<file path="src/rtl/sseg_scan_driver.sv">
// sseg_scan_driver: multiplexed common-anode seven-segment scanner with blanking, LZ suppression and fault blink
module sseg_scan_driver #(
    parameter int DIGITS     = 4,
    parameter int DWELL_BITS = 16,
    parameter int BLINK_BITS = 25,
    parameter int LZ_BLANK   = 0
) (
    input  logic                  clock,
    input  logic                  reset,
    input  logic [4*DIGITS-1:0]   digit_data,
    input  logic [DIGITS-1:0]     dp_in,
    input  logic                  load,
    input  logic [DIGITS-1:0]     blank_mask,
    input  logic                  fault,
    input  logic                  clear_fault,
    output logic [6:0]            seg,
    output logic                  dp,
    output logic [DIGITS-1:0]     an,
    output logic                  fault_active
);
    localparam int IW = DIGITS > 1 ? $clog2(DIGITS) : 1;
    localparam logic [IW-1:0] LAST = IW'(DIGITS - 1);
    localparam logic [6:0] GLYPH_F = 7'b0001110;

    logic [4*DIGITS-1:0] shadow_q, shadow_d;
    logic [DIGITS-1:0]   dps_q, dps_d;
    logic [DWELL_BITS-1:0] presc_q, presc_d;
    logic [IW-1:0]       idx_q, idx_d;
    logic [BLINK_BITS-1:0] blink_q, blink_d;
    logic                fault_q, fault_d;
    logic [6:0]          seg_q, seg_d;
    logic                dp_q, dp_d;
    logic [DIGITS-1:0]   an_q, an_d;
    logic [3:0]          code;
    logic [6:0]          glyph;
    logic [DIGITS-1:0]   lz_sup;
    logic                zero_run;
    logic                dark;
    logic [DIGITS-1:0]   an_sel;

    assign seg          = seg_q;
    assign dp           = dp_q;
    assign an           = an_q;
    assign fault_active = fault_q;
    assign code         = shadow_q[4*int'(idx_q) +: 4];
    assign an_sel       = ~(DIGITS'(1) << idx_q);

    // State register: everything, outputs included, clears on reset
    always_ff @(posedge clock) begin
        if (reset) begin
            shadow_q <= '0;
            dps_q    <= '0;
            presc_q  <= '0;
            idx_q    <= '0;
            blink_q  <= '0;
            fault_q  <= 1'b0;
            seg_q    <= 7'h7f;
            dp_q     <= 1'b1;
            an_q     <= '1;
        end else begin
            shadow_q <= shadow_d;
            dps_q    <= dps_d;
            presc_q  <= presc_d;
            idx_q    <= idx_d;
            blink_q  <= blink_d;
            fault_q  <= fault_d;
            seg_q    <= seg_d;
            dp_q     <= dp_d;
            an_q     <= an_d;
        end
    end

    // Shadow load, dwell prescaler, digit index, sticky fault and blink phase
    always_comb begin
        shadow_d = load ? digit_data : shadow_q;
        dps_d    = load ? dp_in : dps_q;
        presc_d  = presc_q + 1'b1;
        idx_d    = &presc_q ? (idx_q == LAST ? '0 : idx_q + 1'b1) : idx_q;
        fault_d  = fault | (fault_q & ~clear_fault);
        blink_d  = (fault_d & ~fault_q) ? '0 : blink_q + 1'b1;
    end

    // A digit is a leading zero when it and every digit above it are 0 with no dp
    always_comb begin
        zero_run = 1'b1;
        lz_sup   = '0;
        for (int i = DIGITS - 1; i > 0; i--) begin
            zero_run  = zero_run & (shadow_q[4*i +: 4] == 4'd0) & ~dps_q[i];
            lz_sup[i] = zero_run;
        end
    end

    // Glyph decode, segments active-low {g,f,e,d,c,b,a}
    always_comb begin
        case (code)
            4'd0:    glyph = 7'b1000000;
            4'd1:    glyph = 7'b1111001;
            4'd2:    glyph = 7'b0100100;
            4'd3:    glyph = 7'b0110000;
            4'd4:    glyph = 7'b0011001;
            4'd5:    glyph = 7'b0010010;
            4'd6:    glyph = 7'b0000010;
            4'd7:    glyph = 7'b1111000;
            4'd8:    glyph = 7'b0000000;
            4'd9:    glyph = 7'b0010000;
            4'd10:   glyph = 7'b0000011;
            4'd11:   glyph = 7'b0001110;
            4'd12:   glyph = 7'b1000111;
            4'd13:   glyph = 7'b0101111;
            4'd14:   glyph = 7'b1111111;
            default: glyph = 7'b0111111;
        endcase
    end

    // Next output word: fault overrides masks and LZ, blink gates only the anodes
    always_comb begin
        dark = blank_mask[idx_q] | ((LZ_BLANK != 0) & lz_sup[idx_q]);
        seg_d = fault_q ? GLYPH_F : dark ? 7'h7f : glyph;
        dp_d  = fault_q ? 1'b1 : dark ? 1'b1 : ~dps_q[idx_q];
        an_d  = fault_q ? (blink_q[BLINK_BITS-1] ? '1 : an_sel) : dark ? '1 : an_sel;
    end
endmodule

</file>
<file path="config.mk">
export PLATFORM = sky130hd
export DESIGN_NAME = sseg_scan_driver
export DESIGN_NICKNAME = d
export VERILOG_FILES = /design/src/rtl/sseg_scan_driver.sv
export SDC_FILE = /design/constraint.sdc
export NUM_CORES = 1
export LEC_CHECK = 0
export ABC_AREA = 0
export BUFFER_PORTS_ARGS = -buffer_cell sky130_fd_sc_hd__buf_2
export CAP_MARGIN = 30
export CORE_UTILIZATION = 57
export CTS_CLUSTER_DIAMETER = 40
export DETAILED_ROUTE_END_ITERATION = 8
export PLACE_DENSITY = 0.8
export SYNTH_ARGS = -nofsm -noshare
export SYNTH_HDL_FRONTEND = slang
export SYNTH_SLANG_ARGS = --single-unit
</file>
<file path="constraint.sdc">
create_clock -name clock -period 2.5 [get_ports clock]
set_clock_uncertainty 0.05 [all_clocks]
set_input_delay 0.375 -clock clock [delete_from_list [all_inputs] [get_ports clock]]
set_output_delay 0.375 -clock clock [all_outputs]
set_load 0.02 [all_outputs]
</file>
* Word level (Yosys, flattened, before mapping)
Memory sizes are Yosys's and may differ from the RTL's.
Index checks and enable logic that the tools add are counted.
** Operators by class
- $add $sub $neg :: 3
- Order comparisons :: 1
- Equality and inequality tests :: 1
- Shifts and indexed selects :: 2
- Multiplexer cells :: 10
- Bitwise logic cells :: 7
- Reductions and logical operators :: 3
** Operators by type and width (number)
- $add A25 B1 Y25 const B :: 1
- $add A16 B1 Y16 const B :: 1
- $reduce_and A16 Y1 :: 1
- $shiftx A16 B5 Y4 :: 1
- $mux W7 :: 2
- $mux W4 :: 3
- $bmux W1 S2 :: 2
- $not A4 Y4 :: 1
- $shl A1 B2 Y4 const A :: 1
- $lt A2 B3 Y1 const B :: 1
- $not A1 Y1 :: 3
- $reduce_or A3 Y1 :: 1
- $add A2 B1 Y2 const B :: 1
- $and A1 B1 Y1 :: 2
- $eq A2 B2 Y1 const B :: 1
- $mux W1 :: 2
- $mux W2 :: 1
- $reduce_or A2 Y1 :: 1
- $or A1 B1 Y1 :: 1
** Word-level totals
- Flip-flop bits (word level) :: 76
- Memory bits (read-only) :: 112
- Input port bits :: 29
- Output and inout bits :: 13
- Logic and storage cells :: 38
- Memories :: 1
** Memories
- (no name shown) :: words 16, bits a word 7, rd ports 1, clocked after memory_dff 0, wr ports 0, line 95 : case (code)

* Logic depth before layout (Yosys ltp)
- Depth after elaboration :: 5
- Depth in mapped cells :: 7
- Gate-level depth less buffers :: 6

* Worst setup path after synthesis
Ideal clock, no wire load.
- Kind :: reg-to-reg
- Start point :: reg idx_q[0]
- End point :: reg seg_q[6], in the netlist seg[6]
- Setup time :: 128 ps
- Data arrival time :: 1997 ps
- Data required time :: 2322 ps
- Slack :: 325 ps
- Cell stages (with the launch flop) :: 7
- Path buffers :: 1
- Clock period less this slack :: 2175 ps
- Cells stage by stage :: dfxtp_1 > buf_2 > mux4_2 > ha_1 > or2_2 > a311oi_1 > o21bai_1
** Between the ends
- Cells in the longest elaborated chain, start to end :: 4
- Elaborated cells on any way between the ends :: 6
- Those cells by class :: shift (1); mux (4); memory (1)
** RTL lines
- start: declaration :: line 28 : logic [IW-1:0] idx_q, idx_d;
- start signal: assignment :: line 64 : idx_q <= idx_d;
- $shiftx A16 B5 Y4 / $bmux W1 S2 (equally long branches) :: line 45, 117
- $mem_v2 Z16 W7 / $mux W1 (equally long branches)
- $mux W7 (*) (2 in a row) :: line 118 : seg_d = fault_q ? GLYPH_F : dark ? 7'h7f : glyph;
- end signal: assignment :: line 67 : seg_q <= seg_d;
- end: declaration :: line 31 : logic [6:0] seg_q, seg_d;
Mark *: on every way between the ends. The rest lies on a longest branch, timed or not. The select of a mux whose other input is x is not followed.
A chain may end at the register's enable or synchronous reset.

* Final worst setup path
Ends and elaborated chain as after synthesis.

==> impl_metrics.json <==
{
  "fp.dieW_um": 79.29,
  "hold_viol_final": 0,
  "min_path_type": "input port to register",
  "post-place-ws_ns": 0.2009,
  "cts_tree": "built",
  "ys_warn_count": 0,
  "p_leak_nw": 1.442,
  "initial_utilization_pct": 60.35,
  "synth_ff_type": "dfxtp_1",
  "clkLatencyLatePin_ns": 0.35,
  "synth_cell_types": 43,
  "grt_max_degree": 49,
  "drive_gt1_share_pct": 18.27,
  "drc": 0,
  "cts_buffer_depth": 2,
  "powerDensity_nw_per_um2": 615.5,
  "r2r_slack_ns": 0.19,
  "ctsResizeCount": 0,
  "r2r-end": "seg[6]",
  "yosysSeqAreaShare_pct": 44.69,
  "cts_sinks": 76,
  "synthCells": 359,
  "maxSlewViolCount": 0,
  "antenna_found_initial": 0,
  "cp-end-kind": "register",
  "setup_ws_ns": 0.1927,
  "grt_pass1_wl_mm": 11.31,
  "diodes": 0,
  "htree_levels": 3,
  "placed_cell_area_um2": 3665,
  "holdPathEnd": "dps_q[2]",
  "first_pass_iters": 4,
  "post_cts_buffers": 0,
  "fin_nets": 441,
  "setup-tns-final_ns": 0,
  "clk_pin_slew_ns": 0.08,
  "critical_path.max_fanout": 7,
  "numCtsBuffers": 9,
  "reg2regPathDepth": 5,
  "start_kind": "register",
  "rr_startpoint": "idx_q[0]",
  "core_um2": 5642,
  "drt_wl_total_mm": 6.598,
  "total_power_mw": 2.380,
  "seq_area_um2": 1521,
  "period_share_pct": 92.29,
  "worstHoldPathCells": 3,
  "async_flop_share_pct": 0,
  "grt_usage_pct": 22.89,
  "status": "finished clean",
  "crit_required_ns": 2.68,
  "root_buffer": "clkbuf_8",
  "ant_nets": 0,
  "syn-mean-instance-area_um2": 9.483,
  "gp_congestion": 0.8753,
  "rsz0062_at_grt": "false",
  "dieArea_um2": 6286,
  "overflow": 0,
  "ios": 42,
  "final-setup-viol-count": 0,
  "post_drt_wl_per_cell_um": 13.83,
  "multi_input_area_um2": 1777,
  "max_cap_viol_count": 0,
  "synthesis.nets": 400,
  "hpwl_mm": 4.656,
  "startpoint": "idx_q[0]",
  "peakVddDrop_mv": 0.4585,
  "num_vias": 2683,
  "placementRows": 27,
  "routed_via_density": 5.625,
  "grt_pass1_vias": 2598,
  "num-fill-cells": 435,
  "synthesis.area_um2": 3405,
  "ys_seq_elements": 76,
  "die_y_um": 79.29,
  "holdCritStartpoint": "dp_in[2]",
  "critPathArrivalTime_ns": 2.49,
  "fmax_mhz": 433.4,
  "synth_edf_count": 0,
  "area_delta_synth_final_pct": 13.56,
  "crit_type": "register to register",
  "drtIter0Drc": 118,
  "postCtsHoldBufs": 0,
  "portBuffers": 41,
  "period_minus_slack_ns": 2.307,
  "maxSlewHeadroom_pct": 44.44,
  "worst_pin_slew_ns": 0.8334,
  "finalInstanceArea_um2": 3866
}
==> critical path: stages (launching register included) <==
cell and delay [ns]:
dfxtp_1 0.54, mux4_2 0.64, ha_1 0.27, or2_2 0.31
a311oi_1 0.30, o21bai_1 0.09
==> worst max path at each step <==
stage          cells past startpoint      to  slack (ns)
6_report                           5  seg[6]        0.19
5_1_grt                            5  seg[6]        0.07
4_1_cts                            5  seg[6]        0.18
3_5_place_dp                       5  seg[6]        0.20
3_3_place_gp                       5  seg[6]        0.32
2_1_floorplan                      6  seg[6]        0.33
==> sequential cells by signal (all words and copies together) (netlist names), 2 cells and up <==
name      flops
blink_q      25
presc_q      16
shadow_q     16
seg           7
an            4
dps_q         4
idx_q         2
==> cell usage after synthesis (all sizes together) (2+ instances only) <==
library cell / number / area, um^2
dfxtp: 76 / 1521
nor2: 51 / 191.4
mux2i: 23 / 230.2
a21oi: 20 / 100.1
nand2: 20 / 75.07
nand3: 14 / 70.07
nand4: 13 / 96.34
xnor2: 13 / 113.9
ha: 12 / 150.1
o31ai: 12 / 90.09
inv: 11 / 41.29
or4: 11 / 86.33
xor2: 11 / 96.34
nor3: 10 / 50.05
clkbuf: 9 / 33.78
and4: 7 / 62.56
buf: 6 / 31.27
mux4: 6 / 135.1
o21ai: 4 / 20.02
or3: 4 / 25.02
nor4: 3 / 18.77
or2: 3 / 18.77
and2: 2 / 12.51
nand2b: 2 / 12.51
nand3b: 2 / 15.01
nor2b: 2 / 12.51
==> layout make-up <==
cell class / count / area share (%)
tap: 72 / 2.330
sequential: 76 / 39.35
clock inverter: 6 / 1.650
inverter: 11 / 1.068
multi-input combinational: 257 / 45.95
timing repair buffer: 45 / 6.084
clock buffer: 10 / 3.560
==> layout by cell type, fill, tap and decap left out, types with 4 or more instances in the layout <==
master,n
a21oi_1,20
and4_1,6
buf_2,41
buf_4,4
clkbuf_8,10
dfxtp_1,76
ha_1,12
inv_1,11
mux2i_1,23
mux4_2,6
nand2_1,20
nand3_1,14
nand4_1,12
nor2_1,51
nor3_1,10
o21ai_0,4
o31ai_1,12
or3_1,4
or4_1,10
xnor2_1,13
xor2_1,11
==> report_power, final <==
part / switching (mW) / internal [mW]
Clock: 0.443 / 0.486
Sequential: 0.0218 / 1.25
Combinational: 0.103 / 0.0796
Total: 0.567 / 1.81
==> stage by stage <==
step	utilization, %	cells	hold slack (ns)
after CTS	68.53	477	0.1999
after floorplan	-	359	0.3795
after global routing	68.53	477	0.2132
final	68.53	477	0.2161
after global placement	64.96	461	0.3893
after detailed placement	64.96	461	0.4108
==> metal layers <==
layer | vias up | GRT usage (%) | share of wire [%]
met3 | 14 | 6.782 | 4.0
met2 | 64 | 37.93 | 47
met4 | 0 | 7.818 | 1.5
met1 | 1244 | 28.21 | 47
li1 | 1361 | - | -
met5 | - | 0 | 0
==> cells by family after synthesis <==
logic type               count (synthesis)  synth area share [%]
adder cells (fa/ha/maj)                 12                 4.410
AO/OA/AOI/OAI                           45                 8.196
AND/OR/NAND/NOR                        146                 22.34
multiplexers                            30                 11.06
flip-flops                              76                 44.69
buffers and inverters                   26                 3.123
XOR/XNOR                                24                 6.174
No activity file was read; power rests on OpenSTA's default activity.
